## config.mk

```make
export PLATFORM = sky130hd
export DESIGN_NAME = ama_riscv_fetch
export DESIGN_NICKNAME = d
export VERILOG_FILES = /design/src/rtl/ama_riscv_fetch.sv
export SDC_FILE = /design/constraint.sdc
export NUM_CORES = 1
export LEC_CHECK = 0
export BUFFER_PORTS_ARGS = -buffer_cell sky130_fd_sc_hd__buf_2
export CAP_MARGIN = 15
export CELL_PAD_IN_SITES_DETAIL_PLACEMENT = 1
export CELL_PAD_IN_SITES_GLOBAL_PLACEMENT = 2
export CORE_ASPECT_RATIO = 2
export CORE_MARGIN = 2
export CORE_UTILIZATION = 37
export DETAILED_ROUTE_END_ITERATION = 10
export GPL_TIMING_DRIVEN = 0
export PLACE_DENSITY = 0.86
export SLEW_MARGIN = 20
export SYNTH_ARGS = -nofsm -noshare
export SYNTH_HDL_FRONTEND = slang
export SYNTH_SLANG_ARGS = --single-unit
```

## constraint.sdc

```tcl
create_clock -name clk -period 3.25 [get_ports clk]
set_input_delay 0.1625 -clock clk [delete_from_list [all_inputs] [get_ports clk]]
set_output_delay 0.1625 -clock clk [all_outputs]
set_load 0.01 [all_outputs]
```

## src/rtl/ama_riscv_fetch.sv

```systemverilog
`default_nettype none
// ============================================================================
// Module   : ama_riscv_fetch
// Brief    : Instruction prefetch stage. Issues sequential imem requests under
//            a credit limit, buffers responses in order, drops stale
//            responses after an EXE redirect.
// Revision : 1.0 - initial release
// ============================================================================
module ama_riscv_fetch #(
    parameter logic [31:0] RESET_VEC = 32'h0000_0000,
    parameter int          BUF_DEPTH = 4
) (
    input  logic        clk,
    input  logic        rst,
    input  logic        redirect_valid,
    input  logic [31:0] redirect_pc,
    output logic        imem_req_valid,
    input  logic        imem_req_ready,
    output logic [31:0] imem_req_addr,
    input  logic        imem_rsp_valid,
    input  logic [31:0] imem_rsp_data,
    output logic        imem_rsp_ready,
    output logic        inst_valid,
    output logic [31:0] inst_data,
    output logic [31:0] inst_pc,
    input  logic        inst_ready
);

    localparam int c_aw = $clog2(BUF_DEPTH);
    localparam int c_cw = c_aw + 1;
    localparam logic [c_cw-1:0] c_cnt_one = c_cw'(1);
    localparam logic [c_aw-1:0] c_ptr_one = c_aw'(1);
    localparam logic [c_cw-1:0] c_full    = c_cw'(BUF_DEPTH);
    localparam logic [c_cw:0]   c_credits = (c_cw + 1)'(BUF_DEPTH);

    typedef enum logic [1:0] {
        ST_RST   = 2'd0,
        ST_RUN   = 2'd1,
        ST_DRAIN = 2'd2
    } state_t;

    state_t            r_state;
    state_t            w_state_next;

    logic [31:0]       r_fetch_pc;
    logic [31:0]       r_out_pc;
    logic [c_cw-1:0]   r_outstanding;
    logic [c_cw-1:0]   r_drop_cnt;
    logic [c_cw-1:0]   r_count;
    logic [c_aw-1:0]   r_wr_ptr;
    logic [c_aw-1:0]   r_rd_ptr;
    logic [31:0]       r_mem [BUF_DEPTH];

    logic [c_cw:0]     w_used;
    logic              w_req_fire;
    logic              w_rsp_fire;
    logic              w_drop;
    logic              w_push;
    logic              w_pop;
    logic [31:0]       w_target;
    logic [c_cw-1:0]   w_outstanding_next;
    logic [c_cw-1:0]   w_drop_next;
    logic              w_unused_pc_lsb;

    assign w_unused_pc_lsb = &{1'b0, redirect_pc[1:0]};
    assign w_target        = {redirect_pc[31:2], 2'b00};

    // Credits count requests in flight plus buffered entries, from registers only
    assign w_used     = {1'b0, r_outstanding} + {1'b0, r_count};
    assign w_req_fire = imem_req_valid && imem_req_ready;
    assign w_rsp_fire = imem_rsp_valid && imem_rsp_ready;
    assign w_drop     = w_rsp_fire && (r_drop_cnt != '0);
    assign w_push     = w_rsp_fire && (r_drop_cnt == '0) && !redirect_valid;
    assign w_pop      = inst_valid && inst_ready;

    assign imem_req_addr = r_fetch_pc;
    assign inst_valid    = (r_count != '0) && !redirect_valid;
    assign inst_data     = r_mem[r_rd_ptr];
    assign inst_pc       = r_out_pc;

    always_comb begin
        w_outstanding_next = r_outstanding;
        if (w_req_fire && !w_rsp_fire) begin
            w_outstanding_next = r_outstanding + c_cnt_one;
        end else if (!w_req_fire && w_rsp_fire) begin
            w_outstanding_next = r_outstanding - c_cnt_one;
        end
    end

    // No request is issued during a redirect, so everything still in flight
    // afterwards belongs to the old path and must be dropped.
    always_comb begin
        w_drop_next = r_drop_cnt;
        if (redirect_valid) begin
            w_drop_next = w_outstanding_next;
        end else if (w_drop) begin
            w_drop_next = r_drop_cnt - c_cnt_one;
        end
    end

    always_comb begin
        w_state_next   = r_state;
        imem_req_valid = 1'b0;
        imem_rsp_ready = 1'b0;
        case (r_state)
            ST_RST: begin
                w_state_next = ST_RUN;
            end
            ST_RUN: begin
                imem_req_valid = !redirect_valid && (w_used < c_credits);
                imem_rsp_ready = 1'b1;
                if (redirect_valid && (w_drop_next != '0)) begin
                    w_state_next = ST_DRAIN;
                end
            end
            ST_DRAIN: begin
                imem_req_valid = !redirect_valid && (w_used < c_credits);
                imem_rsp_ready = 1'b1;
                if (w_drop_next == '0) begin
                    w_state_next = ST_RUN;
                end
            end
            default: begin
                w_state_next = ST_RST;
            end
        endcase
    end

    always_ff @(posedge clk) begin
        if (rst) begin
            r_state       <= ST_RST;
            r_fetch_pc    <= RESET_VEC;
            r_out_pc      <= RESET_VEC;
            r_outstanding <= '0;
            r_drop_cnt    <= '0;
            r_count       <= '0;
            r_wr_ptr      <= '0;
            r_rd_ptr      <= '0;
        end else begin
            r_state       <= w_state_next;
            r_outstanding <= w_outstanding_next;
            r_drop_cnt    <= w_drop_next;
            if (redirect_valid) begin
                r_fetch_pc <= w_target;
                r_out_pc   <= w_target;
                r_count    <= '0;
                r_wr_ptr   <= '0;
                r_rd_ptr   <= '0;
            end else begin
                if (w_req_fire) begin
                    r_fetch_pc <= r_fetch_pc + 32'd4;
                end
                if (w_pop) begin
                    r_out_pc <= r_out_pc + 32'd4;
                    r_rd_ptr <= r_rd_ptr + c_ptr_one;
                end
                if (w_push) begin
                    r_wr_ptr <= r_wr_ptr + c_ptr_one;
                end
                case ({w_push, w_pop})
                    2'b10:   r_count <= r_count + c_cnt_one;
                    2'b01:   r_count <= r_count - c_cnt_one;
                    default: r_count <= r_count;
                endcase
            end
        end
    end

    always_ff @(posedge clk) begin
        if (w_push) begin
            r_mem[r_wr_ptr] <= imem_rsp_data;
        end
    end

    // Simulation-only protocol checks
    a_no_rsp_idle : assert property (@(posedge clk) disable iff (rst)
        w_rsp_fire |-> (r_outstanding != '0));
    a_no_push_full : assert property (@(posedge clk) disable iff (rst)
        w_push |-> (r_count != c_full));
    a_credit_bound : assert property (@(posedge clk) disable iff (rst)
        w_used <= c_credits);

endmodule
`default_nettype wire

```

==> run metrics, run 1 <==
LEAKAGE=~4.2 nW; vias in the first global route=between 7k and 8k; die width=between 100 and 150 µm; Sw Ratio=a little over a quarter; clock buffer depth=3; crit path capture type=register; P&R area growth vs syn=26.9%; RSZ-0062 raised after global routing=false; grt ovf=0; pwr dens=about 580 mW/mm²; HPWL after detailed placement=21400 µm; Final Setup Violations=0; Least-Margin Pin Slew=0.894 ns; diodes inserted=0; CP max FO=18; sequential area share after synthesis=59.9%; vias after detailed routing=approximately 7.1k; dominant cells by area after synthesis=edfxtp_1 (43%), dfxtp_1 (17%), mux4_2 (8.0%); multi-input logic area=around 0.0034 mm²; slowest stage cell, crit path=clkinv_1; Mapped Cells=between 700 and 800; layout cells sized above 1=roughly 25%; Netlist cell types=between 50 and 60; final-report hold violation count=0; remaining antenna violation count after routing=0; largest area contributor in the netlist=edfxtp_1; routed wire length=28500 µm; ys flop type=edfxtp_1; CTS tree=yes; Worst-path clk slew=about 0.060 ns; total area of sequential cells=around 0.0054 mm²; ys async rst share=0%; Initial Utilization=37.6%; Clk Latency, worst-skew pair=approximately 0.52 ns; f_max=341 MHz; Worst VDD drop=361 µV; Synth Register Bits=between 200 and 250; buffers added on ports=161; vias per cell=~5.5; Warnings, synthesis=0; first-pass GRT wire length=43300 µm; WL/cell=22.1 µm; post-synth top area share=between 40% and 50%; headroom to the max-slew limit=between 40% and 50%; DRC Markers=0; status=complete, no violations; fillers=approximately 2.6k; Worst Slack Setup Final=0.317 ns; I/O Pins=~170; Post-Synthesis Cell Area=between 0.008 and 0.009 mm²; Place WS=0.140 ns; Reg power frac=between 40 and 50%; Worst Path Required=between 3 and 4 ns; Max-cap violations=0; Layout Skew=about 0.019 ns; GR Util All Layers=between 20% and 30%; largest net degree at the start of global routing=27; Critical Path Most Common Cell=or3_1; initial antenna violation count=0; fin crit period=approximately 2.9 ns; Final nets=1074; Core ar.=between 0.02 and 0.025 mm²; 1st-iter DRT viols=336; CP max stage delay=0.59 ns; switching power=~0.0018 W; Pint=a little under 0.005 W; num rows=80; period utilisation layout=between 90% and 100%; TNS Setup=0 ns; Comb power frac=15.7%; height of the chip=approximately 220 µm; worst path cell trace=or3_1 -> nand3_1 -> clkinv_1 -> ha_1 -> inv_1 -> fa_1 -> xor2_1 -> or3_1 -> a21oi_1; setup bufs post-CTS=0; Hold Crit Class=in2reg; Sink Count=approximately 210; Worst Path Arrival=around 3.4 ns; Slew Limit Fails=0; CTS buffer count=21; Root Driver=clkbuf_16; GPL Wtd Cong=about 0.9; Syn Area/Cell=about 12 µm²; die area=~0.026 mm²; cts repair resizes=0; Startpoint Class=register; H-tree levels=1; Clk pwr share=around two fifths; critical path class=reg2reg; EDFF count, synth=128; drt pass-1 iters=4
-- power by group through the flow --
stage / combinational [W] / sequential [W] / clock [W]
after floorplan: 0.000593 / 0.00307 / 0
after CTS: 0.00105 / 0.00302 / 0.00259
after global placement: 0.000973 / 0.00308 / 0
after global routing: 0.00116 / 0.00304 / 0.00266
after detailed placement: 0.000999 / 0.00308 / 0
final: 0.00103 / 0.00302 / 0.00253
-- synth_stat cells, drive strengths merged (3+ instances only) --
cell type and instances:
a211oi 3, a21boi 3, a21oi 44, a221oi 6
a222oi 5, a31oi 25, and2 7, and3 18
and4 3, buf 11, clkbuf 29, dfxtp 77
edfxtp 128, ha 17, inv 17, mux2i 5
mux4 32, nand2 80, nand3 25, nand4 12
nand4b 4, nor2 80, nor2b 4, nor3 5
nor3b 3, nor4 5, o211ai 5, o21ai 47
o31ai 3, or3 9, xnor2 11, xor2 9
-- placed cells by master (no fill, tap or decap), types with 12 or more instances in the layout --
cell and n:
nand4_1 12, nand3_1 24, mux4_2 32, and3_1 18, a21oi_1 44, buf_2 161
nand2_1 80, edfxtp_1 128, dfxtp_1 77, ha_1 17, nor2_1 80, inv_1 17
a31oi_1 25, dlygate4sd3_1 43, clkbuf_1 30, clkbuf_16 21, o21ai_0 46
-- layout make-up --
class | count | area share [%]
Buffer | 39 | 1.58
Clock buffer | 24 | 4.79
Clock inverter | 14 | 1.46
Inverter | 18 | 0.592
Multi-Input combinational cell | 493 | 29.6
Sequential cell | 205 | 47.2
Tap cell | 287 | 3.15
Timing Repair Buffer | 208 | 11.7
-- registers in the layout, indices dropped and copies added (netlist names), named ones only --
register,cells
r_mem,128
imem_req_addr,30
inst_pc,30
r_count,3
r_drop_cnt,3
r_outstanding,3
r_rd_ptr,2
r_state,2
r_wr_ptr,2
-- worst max-delay path: cells and delay by family, from the launching register on --
kind,cells,cell delay (ns)
buffers and inverters,2,0.67
XOR/XNOR,1,0.08
AND/OR/NAND/NOR,3,0.97
adder cells (fa/ha/maj),2,0.63
AO/OA/AOI/OAI,1,0.14
flip-flops,1,0.35
-- repair_timing --
item,CTS,global route
endpoints found under the setup margin,0,1
hold buffers,43,0
endpoints found under the hold margin,146,0
-- metal layers --
layer	GRT usage, %	share of wire, %
met2	44.3	56
met5	0	0
met4	13.7	6.4
met1	20.5	33
met3	3.45	4.4
-- per-stage QoR --
stage	cell area, µm²	cells	util [%]	power, W	hold slack, ns
global placement	10200	1204	42.5	0.00405	0.374
finish	11400	1288	47.7	0.00659	0.0297
floorplan	9000	756	-	0.00366	0.261
detailed placement	10300	1208	42.9	0.00408	0.382
CTS	11400	1289	47.7	0.00666	0.0121
global route	11400	1288	47.7	0.00686	0.0198
-- cells by family after synthesis --
logic type / Yosys count / share of synthesized area [%]
simple gates: 262 / 14.0
mux: 39 / 8.82
fa+ha+maj: 19 / 2.70
flops: 205 / 59.9
buf+inv: 58 / 2.80
other cells: 1 / 0.0417
xor+xnor: 20 / 1.95
compound gates: 149 / 9.82
-- worst paths after layout --
kind                                               from                             end  slack, ns  cells past startpoint
worst max-delay path            r_count[0]$_SDFFE_PP0P_         r_count[2]$_SDFFE_PP0P_       0.32                      9
worst min-delay path                    redirect_pc[10]  imem_req_addr[10]$_SDFFE_PP0P_       0.03                      3
worst max register to register  r_count[0]$_SDFFE_PP0P_         r_count[2]$_SDFFE_PP0P_       0.32                      9
worst min register to register  r_count[2]$_SDFFE_PP0P_         r_count[2]$_SDFFE_PP0P_       0.51                      2
Note: power is estimated with default switching activity, not from simulation.
==> inputs of run 2 (changes only) <==
Clock period 3.25 ns to 3.2 ns, I/O delays scaled along.
==> run metrics, run 2 (synthesis results as in run 1) <==
Sink Count=205 (unchanged); GPL Wtd Cong=0.899 (unchanged); H-tree levels=1 (unchanged); initial antenna violation count=0 (unchanged); slowest stage cell, crit path=nor2_1; f_max=364 MHz (+6.7%); final instance area=0.0114 mm² (about the same); height of the chip=224 µm (unchanged); CP max stage delay=0.70 ns (+0.11 ns); GR Util All Layers=22.4% (unchanged); LEAKAGE=4.23 nW (about the same); Startpoint Class=register; Initial Utilization=37.6% (unchanged); Worst VDD drop=366 µV (+1.6%); status=complete, no violations; Clk Latency, worst-skew pair=0.52 ns (about the same); Core ar.=0.0239 mm² (unchanged); Non-Filler Instances=1288 (unchanged); Slew Limit Fails=0 (unchanged); Worst Path Required=3.64 ns (-0.05 ns); largest net degree at the start of global routing=27 (unchanged); Place WS=0.0896 ns (-0.0500 ns); layout cells sized above 1=25.3% (+0.10 points); Largest register FFs=128 (unchanged); Comb power frac=15.7% (about the same); Least-Margin Pin Slew=0.894 ns (unchanged); diodes inserted=0 (unchanged); first-pass GRT wire length=43300 µm (unchanged); switching power=0.00181 W (+1.6%); Max-cap violations=0 (unchanged); headroom to the max-slew limit=40.4% (unchanged); Worst Slack Setup Final=0.450 ns (+0.133 ns); worst path cell trace=or3_1 -> nand3_1 -> clkinvlp_4 -> nor2_1 -> o21ai_0 -> a31oi_1; Worst-path clk slew=0.07 ns (about the same); pwr dens=586 mW/mm² (+1.5%); num rows=80 (unchanged); critical path's top delay family=simple AND/OR/NAND/NOR gates; Clk pwr share=38.4% (about the same); CTS buffer count=21 (unchanged); buffers added on ports=161 (unchanged); period utilisation layout=85.9% (-4.3 points); Tot Pwr=0.00669 W (+1.6%); CP bufs+invs=1 (-1); RSZ-0062 raised after global routing=false; Final nets=1074 (unchanged); most frequent cells in the layout=buf_2 (161), edfxtp_1 (128), nor2_1 (80), nand2_1 (80), dfxtp_1 (77); CP max FO=18 (unchanged); Placed Area=0.0103 mm² (unchanged); die area=0.0256 mm² (unchanged); vias in the first global route=7679 (unchanged); most common cell after layout, fill and taps aside=buf_2; Root Driver=clkbuf_16; Worst Path Arrival=3.19 ns (-0.18 ns); vias per cell=5.48 (unchanged); P&R area growth vs syn=26.9% (about the same); I/O Pins=169 (unchanged); CTS tree=yes; remaining antenna violation count after routing=0 (unchanged); Hold Crit Class=in2reg; 1st-iter DRT viols=336 (unchanged); critical path class=reg2reg; fin crit period=2.75 ns (-0.183 ns); Layout Skew=0.0186 ns (-0.0000180 ns); Sw Ratio=27.1% (about the same); final-report hold violation count=0 (unchanged); crit path capture type=register; vias after detailed routing=7054 (unchanged); placed instance count=1208 (unchanged); Biggest register=r_mem; Reg power frac=45.9% (about the same); clock buffer depth=3 (unchanged); drt pass-1 iters=4 (unchanged); routed wire length=28500 µm (about the same); Pint=0.00488 W (+1.6%); Final Setup Violations=0 (unchanged); TNS Setup=0 ns (unchanged); WL/cell=22.1 µm (about the same); grt ovf=0 (unchanged); DRC Markers=0 (unchanged); HPWL after detailed placement=21400 µm (unchanged); die width=114 µm (unchanged)
-- run 2: per-layer routing --
metal	share of wire (%)	wire [µm]	GRT usage (%)
met3	4.4	1260	3.45
met1	33	9470	20.5
met2	56	16000	44.3
met4	6.4	1820	13.7
met5	0	0	0
-- run 2: power by group through the flow --
stage               clock [W]  combinational (W)  sequential, W
floorplan                   0           0.000602        0.00312
global placement            0           0.000988        0.00313
detailed placement          0            0.00101        0.00313
CTS                   0.00263            0.00106        0.00307
global route          0.00270            0.00117        0.00309
finish                0.00257            0.00105        0.00307
-- run 2: layout make-up --
type                       instances  area [µm²]
fill                            2617       12500
sequential                       205        5390
multi-input combinational        493        3370
timing repair buffer             208        1330
clock buffer                      24         547
tap                              287         359
buffer                            39         180
clock inverter                    14         166
inverter                          18        71.3
-- run 2: worst register-to-register path, delay by kind of cell (launching register included) --
family          cells  cell delay, ns
compound gates      2            0.44
simple gates        3            1.42
buf+inv             1            0.46
flops               1            0.35
-- run 2: stage by stage --
step	utilization (%)	hold slack, ns
global route	47.7	0.0173
floorplan	-	0.259
finish	47.7	0.0272
detailed placement	42.9	0.380
global placement	42.5	0.371
CTS	47.7	0.00960
-- run 2: path summary, 6_finish.rpt --
path | from | endpoint | slack, ns | depth (start not counted)
max | r_count[0]$_SDFFE_PP0P_ | inst_pc[27]$_SDFFE_PP0P_ | 0.45 | 6
min | redirect_pc[10] | imem_req_addr[10]$_SDFFE_PP0P_ | 0.03 | 3
min reg2reg | r_count[2]$_SDFFE_PP0P_ | r_count[2]$_SDFFE_PP0P_ | 0.51 | 2
max reg2reg | r_count[0]$_SDFFE_PP0P_ | inst_pc[27]$_SDFFE_PP0P_ | 0.45 | 6
-- run 2: repair_timing --
action,in CTS,in global routing
hold buffers,43,0
gates resized for setup,0,1
hold endpoints to repair,146,0
endpoints found under the setup margin,0,1
setup buffers,0,0
